`config.mk`:
```
export PLATFORM = sky130hd
export DESIGN_NAME = recip_lut_gen
export DESIGN_NICKNAME = d
export VERILOG_FILES = /design/src/rtl/recip_pkg.sv /design/src/rtl/recip_div_seq.sv /design/src/rtl/recip_lut_gen.sv
export SDC_FILE = /design/constraint.sdc
export NUM_CORES = 1
export LEC_CHECK = 0
export CAP_MARGIN = 20
export CORE_MARGIN = 5
export CORE_UTILIZATION = 60
export DETAILED_ROUTE_END_ITERATION = 8
export MAX_ROUTING_LAYER = met4
export PLACE_DENSITY = 0.85
export SLEW_MARGIN = 10
export SYNTH_ARGS = -nofsm -noshare
export SYNTH_HDL_FRONTEND = slang
export SYNTH_SLANG_ARGS = --single-unit
```
`constraint.sdc`:
```
create_clock -name clk -period 3.3 [get_ports clk]
set_input_delay 0.66 -clock clk [delete_from_list [all_inputs] [get_ports clk]]
set_output_delay 0.66 -clock clk [all_outputs]
set_load 0.005 [all_outputs]
```
`src/rtl/recip_pkg.sv`:
```
// Shared types and helpers for the reciprocal table generator.
// State encoding plus width-derived constants.
package recip_pkg;

  typedef enum logic [1:0] {
    SAT,
    DIV,
    WR,
    READY
  } state_t;

  localparam int DATA_W_DEF  = 16;
  localparam int DIV_CYC_DEF = DATA_W_DEF + 1;

  function automatic int div_cyc(input int w);
    return w + 1;
  endfunction

  function automatic logic [63:0] recip_sat(input int w);
    return (64'd1 << w) - 64'd1;
  endfunction

endpackage

```
`src/rtl/recip_div_seq.sv`:
```
// Sequential restoring divider: 2^DATA_W / divisor,
// one quotient bit per cycle, DATA_W+1 cycles.
module recip_div_seq
  import recip_pkg::*;
#(
  parameter int DATA_W = 16
) (
  input  logic              clk,
  input  logic              rst_n,
  input  logic              start,
  input  logic [DATA_W:0]   divisor,
  output logic              busy,
  output logic              done,
  output logic [DATA_W-1:0] quotient
);

  localparam int NW      = DATA_W + 1;
  localparam int DIV_CYC = div_cyc(DATA_W);
  localparam int CW      = $clog2(DIV_CYC + 1);

  logic [NW-1:0] rem;
  logic [NW-1:0] q;
  logic [NW-1:0] den;
  logic [CW-1:0] cnt;
  logic [NW:0]   shifted;
  logic [NW:0]   diff;

  assign shifted  = {rem, q[NW-1]};
  assign diff     = shifted - {1'b0, den};
  assign done     = busy && (cnt == CW'(DIV_CYC - 1));
  assign quotient = q[DATA_W-1:0];

  // q doubles as the numerator shift register
  always_ff @(posedge clk or negedge rst_n) begin
    if (!rst_n) begin
      rem  <= '0;
      q    <= '0;
      den  <= '0;
      cnt  <= '0;
      busy <= 1'b0;
    end else if (start) begin
      rem  <= '0;
      q    <= {1'b1, {DATA_W{1'b0}}};
      den  <= divisor;
      cnt  <= '0;
      busy <= 1'b1;
    end else if (busy) begin
      if (diff[NW]) begin
        rem <= shifted[NW-1:0];
        q   <= {q[NW-2:0], 1'b0};
      end else begin
        rem <= diff[NW-1:0];
        q   <= {q[NW-2:0], 1'b1};
      end
      cnt <= cnt + CW'(1);
      if (done) busy <= 1'b0;
    end
  end

endmodule

```
`src/rtl/recip_lut_gen.sv`:
```
// Reciprocal table: fills itself by sequential division
// after reset, then serves registered 1-cycle lookups.
module recip_lut_gen
  import recip_pkg::*;
#(
  parameter int DATA_W = 16,
  parameter int DEPTH  = 16,
  parameter int ADR_W  = $clog2(DEPTH)
) (
  input  logic              clk,
  input  logic              rst_n,
  input  logic              reinit,
  output logic              init_done,
  input  logic              req_valid,
  output logic              req_ready,
  input  logic [ADR_W-1:0]  req_adr,
  output logic              resp_valid,
  output logic [DATA_W-1:0] resp_data,
  output logic              resp_err
);

  localparam int NW = DATA_W + 1;
  localparam logic [DATA_W-1:0] SAT_VAL =
    DATA_W'(recip_sat(DATA_W));

  state_t            state;
  state_t            state_n;
  logic [ADR_W-1:0]  k;
  logic [ADR_W-1:0]  k_n;
  logic [DATA_W-1:0] tbl [DEPTH];
  logic              start;
  logic              busy;
  logic              done;
  logic              wr_en;
  logic [ADR_W-1:0]  wr_adr;
  logic [DATA_W-1:0] wr_data;
  logic [DATA_W-1:0] quot;
  logic [NW-1:0]     divisor;
  logic              last;
  logic              accept;
  logic              oor;

  assign last      = (k == ADR_W'(DEPTH - 1));
  // divisor follows the k about to be computed
  assign divisor   = NW'(k_n) + NW'(1);
  assign req_ready = init_done;
  assign accept    = req_valid && init_done;
  assign oor       = {1'b0, req_adr} >= (ADR_W + 1)'(DEPTH);

  recip_div_seq #(
    .DATA_W(DATA_W)
  ) u_div (
    .clk     (clk),
    .rst_n   (rst_n),
    .start   (start),
    .divisor (divisor),
    .busy    (busy),
    .done    (done),
    .quotient(quot)
  );

  always_comb begin
    state_n = state;
    k_n     = k;
    start   = 1'b0;
    wr_en   = 1'b0;
    wr_adr  = k;
    wr_data = quot;
    unique case (state)
      SAT: begin
        wr_en   = 1'b1;
        wr_adr  = '0;
        wr_data = SAT_VAL;
        k_n     = ADR_W'(1);
        start   = 1'b1;
        state_n = DIV;
      end
      DIV: begin
        if (done || !busy) state_n = WR;
      end
      WR: begin
        wr_en = 1'b1;
        if (last) begin
          state_n = READY;
        end else begin
          k_n     = k + ADR_W'(1);
          start   = 1'b1;
          state_n = DIV;
        end
      end
      READY: begin
        if (reinit) state_n = SAT;
      end
      default: state_n = SAT;
    endcase
  end

  always_ff @(posedge clk or negedge rst_n) begin
    if (!rst_n) begin
      state     <= SAT;
      k         <= '0;
      init_done <= 1'b0;
    end else begin
      state     <= state_n;
      k         <= k_n;
      init_done <= (state_n == READY);
    end
  end

  always_ff @(posedge clk or negedge rst_n) begin
    if (!rst_n) begin
      for (int i = 0; i < DEPTH; i++) tbl[i] <= '0;
    end else if (wr_en) begin
      tbl[wr_adr] <= wr_data;
    end
  end

  always_ff @(posedge clk or negedge rst_n) begin
    if (!rst_n) begin
      resp_valid <= 1'b0;
      resp_data  <= '0;
      resp_err   <= 1'b0;
    end else begin
      resp_valid <= accept;
      resp_err   <= accept && oor;
      if (accept) resp_data <= oor ? '0 : tbl[req_adr];
    end
  end

endmodule

```
==> metrics.md <==
| Metric | Value |
|---|---|
| Status | `finished, final reports clean` |
| CP Capture Type | `flip-flop` |
| P_leak | `between 7 and 8 nW` |
| # H-tree levels | `2` |
| Post-synthesis register bit count | `325` |
| Netlist Area Pre-Place | `14420 um2` |
| Pwr per Cell Area | `735.4 nW/um2` |
| CTS tree | `done` |
| Area grow syn2layout | `11.90%` |
| Wire per inst | `21.83 um` |
| CP Max Fanout | `17` |
| Core Area | `23540 um2` |
| Layout cells sized above 1 | `15.83%` |
| Nets | `approximately 1.3k` |
| Pin count of the biggest net entering global routing | `93` |
| Final core utilization | `68.54%` |
| Worst EP required | `3.73 ns` |
| Antenna-violating nets left | `0` |
| Number of clock sinks | `approximately 330` |
| Top Ports | `28` |
| Final Hold Fails | `0` |
| Area of placed instances | `14970 um2` |
| CTS buffer count | `34` |
| Library cells used by synthesis | `53` |
| Worst-skew pair later-pin latency | `0.53 ns` |
| Post-CTS sizing | `0` |
| Most common cell after layout, fill and taps aside | `dfrtp_1` |
| Max_slew headroom | `between 20% and 30%` |
| Clock transition at path regs | `0.06 ns` |
| Number of global-route vias before repair | `between 10k and 15k` |
| Maximum VDD drop | `between 0.5 and 0.6 mV` |
| Die width | `approximately 170 um` |
| Total GRT Usage | `between 20% and 30%` |
| Fin. max-slew vios | `0` |
| Detail Placement HPWL | `between 20 and 25 mm` |
| Final Instance Area | `about 16000 um2` |
| Sum Neg Setup Slack | `0 ns` |
| Syn avg cell area | `about 11 um2` |
| Final wirelength | `35.52 mm` |
| Critical Path AT | `2.98 ns` |
| Post-Syn Nets | `1316` |
| Vias post-DR | `10.27k` |
| Postcts setup bufs | `0` |
| Hold Crit Class | `input port to asynchronous set/reset pin` |
| Fillers | `around 1.6k` |
| Synth async-reset ratio | `100.0%` |
| Post-route setup slack | `0.7510 ns` |
| Port buffer count | `26` |
| Std-Cell Rows | `56` |
| Drt initial violations | `1059` |
| Peak Freq | `392.3 MHz` |
| Final Critical Period | `2.549 ns` |
| Die H | `around 170 um` |
| EDFF count, synth | `0` |
| CTS Buffer Depth | `3` |
| Final setup vio count | `0` |
| Fin crit share | `77.24%` |
| Antenna diodes | `0` |
| Pre-CTS WS | `~0.61 ns` |
| # hold bufs at CTS | `0` |
| Starting Density | `61.25%` |
| Sequential area share after synthesis | `56.40%` |
| Vias per std cell | `~6.3` |
| RSZ-0062 raised after global routing | `false` |
| Die area | `27230 um2` |
| Max_cap viols | `0` |
| Final RePlAce weighted congestion | `0.8122` |
| Total Power | `11.87 mW` |
| Post-Synthesis Cells | `1298` |
| Critical path launch point type | `flip-flop` |
| GR Overflow Total | `0` |
| Critical path type | `flip-flop to flip-flop` |
| Syn. warnings | `0` |
| Initial antenna violation count | `0` |
| Worst Clk Skew | `between 0.015 and 0.02 ns` |
| Root Buffer | `clkbuf_16` |
| Pre-antenna DRT Iters | `5` |
| Worst slew pin tran | `1.048 ns` |
| Residual DRC | `0` |
| Most frequent cells in the layout | `324 x dfrtp_1, 191 x nand2_1, 185 x o21ai_0` |
| Synth Flop Type | `dfrtp_1` |
| First-pass GRT wire length | `58.05 mm` |
## worst max-delay path, stage by stage (launching register included)
cell	delay, ns
dfrtp_1	0.39
ha_1	0.23
or4_4	0.47
nor3_4	0.25
nand4_4	0.17
xnor2_4	0.25
or4_1	0.51
a31oi_1	0.19
## logic make-up (layout without fill, tap and decap cells)
group | after synthesis | count (layout) | share of synthesized area (%)
multiplexers | 114 | 114 | 14.99
AO/OA/AOI/OAI | 330 | 330 | 12.18
adder cells (fa/ha/maj) | 10 | 10 | 0.9198
buffers and inverters | 120 | 130 | 3.306
flip-flops | 325 | 325 | 56.40
XOR/XNOR | 16 | 16 | 1.102
AND/OR/NAND/NOR | 382 | 382 | 11.07
other | 1 | 1 | 0.02601
## cells in the mapped netlist, types with 2 or more instances
library cell	instances	area share, %
mux4_2	80	12
nor4_1	3	0.13
ha_1	9	0.78
a21oi_1	107	3.7
o21ai_0	185	6.4
nor3_1	2	0.069
nand4_1	6	0.26
mux2i_1	18	1.2
dfrtp_1	325	56
a21o_1	3	0.16
or4_1	5	0.26
o31ai_1	5	0.26
or3_1	3	0.13
nor3b_1	3	0.16
inv_1	11	0.29
or3_2	2	0.10
o21ai_1	2	0.069
buf_1	5	0.13
a31oi_1	13	0.56
o22a_1	2	0.12
buf_2	9	0.31
nand3_1	5	0.17
a22oi_1	2	0.10
nand2_1	191	5.0
o21a_1	2	0.10
nand2b_1	6	0.26
nor2_1	141	3.7
mux2_2	16	1.2
o211ai_1	2	0.10
xnor2_1	8	0.49
buf_4	2	0.10
nor2b_1	8	0.35
clkbuf_1	91	2.4
xor2_1	7	0.43
## report_power, final
group / internal [mW] / switching [mW]
Sequential: 4.56 / 0.590
Combinational: 1.09 / 1.71
Clock: 2.31 / 1.61
Total: 7.96 / 3.91
## metrics by stage
stage / hold WS [ns] / cells
floorplan: 0.3644 / 1298
finish: 0.06100 / 1627
detailed placement: 0.4659 / 1564
global route: 0.09469 / 1627
CTS: 0.07621 / 1626
global placement: 0.4567 / 1564
## per-layer routing
layer	GRT usage [%]	vias up	share of wire, %	routed length, um
li1	-	4514	-	-
met4	11.23	0	3.3	1183
met5	-	-	0	0
met3	5.515	104	8.1	2869
met1	37.29	5176	39	13770
met2	44.78	475	50	17700
## final cells by class
cell class | count | area [um2] | area share, %
clock inverter | 20 | 244.0 | 1.512
timing repair buffer | 56 | 570.5 | 3.536
tap | 319 | 399.1 | 2.473
clock buffer | 42 | 910.9 | 5.645
sequential | 325 | 8134 | 50.41
multi-input combinational | 853 | 5833 | 36.15
inverter | 12 | 45.04 | 0.2791
## worst paths after layout
check                      slack [ns]                     start  depth (start not counted)                   endpoint
max                              0.75  u_div.rem[3]$_DFFE_PN0P_                          7  u_div.rem[16]$_DFFE_PN0P_
min                              0.06                     rst_n                          1        tbl[90]$_DFFE_PN0P_
max reg2reg                      0.75  u_div.rem[3]$_DFFE_PN0P_                          7  u_div.rem[16]$_DFFE_PN0P_
min reg2reg                      0.48      tbl[209]$_DFFE_PN0P_                          2       tbl[209]$_DFFE_PN0P_
max in group asynchronous        2.22                     rst_n                          3       tbl[132]$_DFFE_PN0P_
min in group clk                 0.48      tbl[209]$_DFFE_PN0P_                          2       tbl[209]$_DFFE_PN0P_
## sequential cells by signal, indices dropped and copies added (netlist names)
name	cells
u_div.rem	17
state	2
u_div.cnt	5
tbl	256
resp_data	16
u_div.den	5
u_div.busy	1
init_done	1
k	4
resp_valid	1
u_div.q	17
No activity file was read; power rests on OpenSTA's default activity.
==> RTL change 1: new RTL, config.mk and constraints unchanged <==
Set the parameter `DEPTH` to 8 (it was 16).
--- a/src/rtl/recip_lut_gen.sv
+++ b/src/rtl/recip_lut_gen.sv
@@ -5,5 +5,5 @@
 #(
   parameter int DATA_W = 16,
-  parameter int DEPTH  = 16,
+  parameter int DEPTH  = 8,
   parameter int ADR_W  = $clog2(DEPTH)
 ) (
Ports: changed (resized req_adr); port bits go from 28 to 27. The function was not compared with the original's and may differ.
==> RTL change 1 against the unedited design <==
  * Setup slack better by 0.068 ns
  * Sequential cell count decreased by 130
  * Synthesized area decreased by 38%
  * Die area is 36% lower
  * Wire length shrank 43%
  * Design area is 38% lower
  * Power decreased by 59%
  * Cell count decreased by 36%
==> RTL change 1: results (changes against the unedited design) <==
[status]
status=complete, no violations

[synth]
ys_seq_area_share_pct=54.8  ; -1.6 points
synthTopCellsByArea=dfrtp_1, mux4_2, nor2_1
synthDistinctLibCells=57  ; +7.5%
syn_nets=861  ; -35%
netlist_top_cells_count=dfrtp_1, nor2_1, a21oi_1
avgSynthCellArea_um2=10.5  ; -5.1%

[grt]
grt_pass1_vias=6592  ; -38%
grt_pass1_wl_um=33900  ; -42%
grt_util_all_layers_pct=24.9  ; -3.6 points
grt_max_degree=94  ; +1.1%

[routing]
drt_iter0_drc=557  ; -47%
route.detailed.wl_per_inst_um=19.3  ; -12%
drt-vias-per-instance=6.33  ; +0.34%
wl_um=20200  ; -43%

[sta]
finClkSkew_ns=0.0102  ; -0.00780 ns
slew_headroom_pct=47.6  ; +18 points

[die]
dieWidth_um=132  ; -20%

[clock_tree]
cts.path.max_buffers=2  ; -1
h-tree-depth=4  ; +2
clk_latency_ns=0.44  ; -0.09 ns

[layout]
nets=867  ; -33%
drive_gt1_share_pct=12.6  ; -3.2 points
largestRegisters=tbl: 128 flops, u_div.q: 17 flops, u_div.rem: 17 flops

[place]
place.gp.congestion=0.853  ; +5.0%
io_buffers=25  ; -3.8%
place_ws_ns=0.793  ; +0.185 ns
place_hpwl_um=12300  ; -39%
placedCellCount=1014  ; -35%
place_area_mm2=0.00932  ; -38%

[setup_path]
cp_max_fo=12  ; -5
cp.arrival_ns=2.84  ; -0.14 ns

[power]
ir_drop_uv=418  ; -18%
leakage_nw=4.71  ; -35%

## RTL change 1: cell types whose count changed in the layout (fill, tap and decap cells not counted), sizes merged, moves of 6 or more
cell,delta
buf,-9
nand2,-125
mux4,-48
mux2,-16
nor2b,-6
nand3,+6
mux2i,+15
a211oi,+8
o21ai,-110
clkbuf,-21
clkinv,-8
dfrtp,-130
## RTL change 1: cells by family after synthesis
| family | after synthesis | share of synthesized area, % |
|---|---|---|
| xor gates and xnor gates | 9 | 0.884 |
| buffers and inverters | 74 | 3.37 |
| adders and majority gates | 9 | 1.35 |
| muxes | 65 | 11.8 |
| AOI/OAI and AO/OA | 228 | 14.6 |
| other | 1 | 0.0421 |
| and+or+nand+nor | 264 | 13.2 |
| DFF | 195 | 54.8 |
## RTL change 1: critical path: stages, from the launching register on
cell and delay, ns:
dfrtp_1 0.37, inv_1 0.06, ha_1 0.28, nor2b_1 0.15, o31ai_2 0.49, nand3_1 0.50, and4_1 0.37, nor3_1 0.17
## RTL change 1: final cells by class
type / instances / area [µm²]
repair buffers: 48 / 429
inverters: 13 / 48.8
well taps: 184 / 230
multi-input cells: 576 / 3750
flip-flops and latches: 195 / 4880
clock buffers: 20 / 467
clock inverters: 12 / 215
fillers: 1007 / 4510
## RTL change 1: metrics by stage
| stage | hold slack [ns] | power [W] |
|---|---|---|
| after detailed placement | 0.468 | 0.00255 |
| after floorplan | 0.364 | 0.00248 |
| after global placement | 0.458 | 0.00255 |
| final | 0.273 | 0.00486 |
| after CTS | 0.299 | 0.00489 |
| after global routing | 0.337 | 0.00500 |
## RTL change 1: path summary, 6_finish.rpt
kind,start,end,cells past startpoint
setup / recovery,u_div.den[1]$_DFFE_PN0P_,u_div.rem[7]$_DFFE_PN0P_,7
hold / removal,rst_n,init_done$_DFF_PN0_,1
setup reg to reg,u_div.den[1]$_DFFE_PN0P_,u_div.rem[7]$_DFFE_PN0P_,7
hold reg to reg,tbl[101]$_DFFE_PN0P_,tbl[101]$_DFFE_PN0P_,2
max in group asynchronous,rst_n,tbl[66]$_DFFE_PN0P_,2
min in group clk,tbl[101]$_DFFE_PN0P_,tbl[101]$_DFFE_PN0P_,2
## RTL change 1: layer usage
layer / vias up / global-route usage (%) / part of all wire (%)
met4: 0 / 8.46 / 1.6
li1: 2994 / - / -
met2: 245 / 40.1 / 51
met5: - / - / 0
met1: 3367 / 31.8 / 41
met3: 31 / 5.11 / 6.1
## RTL change 1: where the power goes
part	total, W	switching [W]	leakage, nW	internal (W)
Clock	0.00235	0.000926	0.332	0.00143
Sequential	0.00239	0	2.63	0.00239
Combinational	0.000118	0.0000788	1.74	0.0000390
==> RTL change 2: new RTL, same flow settings <==
Without the edit above. The 4 states of `state_t` get a one-hot encoding in 4 bits.
--- a/src/rtl/recip_pkg.sv
+++ b/src/rtl/recip_pkg.sv
@@ -3,9 +3,9 @@
 package recip_pkg;
 
-  typedef enum logic [1:0] {
-    SAT,
-    DIV,
-    WR,
-    READY
+  typedef enum logic [3:0] {
+    SAT   = 4'b0001,
+    DIV   = 4'b0010,
+    WR    = 4'b0100,
+    READY = 4'b1000
   } state_t;
 
Formal check against the unedited RTL: same outputs for any inputs over 10 cycles, from zero or initial values and one cycle with rst_n low; not proved beyond that.
==> RTL change 2 against the unedited design <==
  * Design area rose by 1.9%
  * Die area grew 1.6%
  * First-iteration DRC count decreased by 3.7%
  * Synthesized area increased by 1.7%
  * Sequential cell count rose by 2
  * Critical endpoint is now u_div.rem[1]$_DFFE_PN0P_
  * Wire length up 0.86%
  * Setup slack gained 0.0071 ns
  * Clock skew increased by 0.0049 ns
Power is not compared: it rests on default switching activity, and its combinational part moved more than twofold at a synthesized area within 25%.
==> RTL change 2: results (changes against the unedited design) <==
[clock_tree]
clk_latency_ns=0.51  ; -0.02 ns
clk_pin_slew_ns=0.06  ; about the same
h-tree-depth=2  ; unchanged

[routing]
vias=10500  ; +1.8%
route.detailed.wl_per_inst_um=21.6  ; -1.1%
drtPass1Iterations=5  ; unchanged
drt_iter0_drc=1020  ; -3.7%

[sta]
finClkSkew_ns=0.0229  ; +0.00488 ns
slew_headroom_pct=35.9  ; +6.0 points

[synth]
ys_seq_area_share_pct=55.8  ; -0.61 points
netlist_top_cells_count=dfrtp_1, nand2_1, o21ai_0
synthTopCellsByArea=dfrtp_1, mux4_2, o21ai_0
syn_nets=1344  ; +2.1%
synthDistinctLibCells=57  ; +7.5%
synthFlopType=dfrtp_1
ys_async_sr_fraction_pct=100  ; unchanged

[layout]
multi_input_area_mm2=0.00591  ; +1.3%
drive_gt1_share_pct=15.3  ; -0.56 points
fillers=1596  ; -1.5%

[place]
place.gp.congestion=0.816  ; +0.48%
place_ws_ns=0.685  ; +0.0774 ns
place_area_mm2=0.0152  ; +1.4%
place_hpwl_um=20300  ; -0.26%
io_buffers=26  ; unchanged

[setup_path]
cp.arrival_ns=2.98  ; about the same
cp_slowest_stage_delay_ns=0.38  ; -0.13 ns
slowest_stage=dfrtp_1
cp_max_fo=12  ; -5
cp_top_family=flip-flops

[grt]
grt_util_all_layers_pct=26.9  ; -1.6 points
grt_pass1_vias=11000  ; +2.8%
grt_pass1_wl_um=58100  ; +0.13%
grt_max_degree=78  ; -16%

[status]
status=complete, no violations

-- RTL change 2: cell families (layout without fill, tap and decap cells) --
kind of cell | count (synthesis) | count (layout) | synth area share, %
xor gates and xnor gates | 17 | 17 | 1.01
buffers and inverters | 136 | 146 | 4.08
adders and majority gates | 10 | 10 | 0.904
muxes | 119 | 119 | 15.1
DFF | 327 | 327 | 55.8
other | 1 | 1 | 0.0256
AOI/OAI and AO/OA | 314 | 314 | 11.1
and+or+nand+nor | 402 | 402 | 12.0
-- RTL change 2: layout make-up --
type / instances / area share [%]
multi-input cells: 863 / 36.0
inverters: 28 / 0.639
clock buffers: 46 / 5.95
repair buffers: 59 / 3.53
clock inverters: 13 / 1.65
flip-flops and latches: 327 / 49.8
well taps: 324 / 2.47
-- RTL change 2: path summary, 6_finish.rpt --
check | from | endpoint | slack (ns) | cells after the start
setup / recovery | u_div.den[1]$_DFFE_PN0P_ | u_div.rem[1]$_DFFE_PN0P_ | 0.76 | 9
hold / removal | rst_n | u_div.cnt[3]$_DFFE_PN0P_ | 0.11 | 1
setup reg to reg | u_div.den[1]$_DFFE_PN0P_ | u_div.rem[1]$_DFFE_PN0P_ | 0.76 | 9
hold reg to reg | tbl[116]$_DFFE_PN0P_ | tbl[116]$_DFFE_PN0P_ | 0.48 | 2
max in group asynchronous | rst_n | tbl[90]$_DFFE_PN0P_ | 2.30 | 2
min in group clk | tbl[116]$_DFFE_PN0P_ | tbl[116]$_DFFE_PN0P_ | 0.48 | 2
-- RTL change 2: per-stage QoR --
step | instances | total power, W
finish | 1660 | 0.00847
global route | 1660 | 0.00872
CTS | 1660 | 0.00852
detailed placement | 1601 | 0.00431
global placement | 1601 | 0.00430
floorplan | 1326 | 0.00419
-- RTL change 2: worst register-to-register path: cells and delay by family, from the launching register on --
kind            cells  cell delay, ns
flops               1            0.38
compound gates      2            0.37
xor+xnor            1            0.36
buf+inv             2            0.35
simple gates        2            0.35
mux                 1            0.35
fa+ha+maj           1            0.30
-- RTL change 2: report_power, final --
group / switching [W] / internal, W
sequential: 0 / 0.00401
clock: 0.00154 / 0.00270
combinational: 0.000140 / 0.0000795
-- RTL change 2: layer usage --
metal  GRT usage, %  vias to the layer above  share of wire [%]
met5              -                        -                  0
met3           4.17                      133                6.2
met2           44.4                      451                 51
met1           33.1                     5279                 38
met4           12.5                        0                4.5
li1               -                     4595                  -
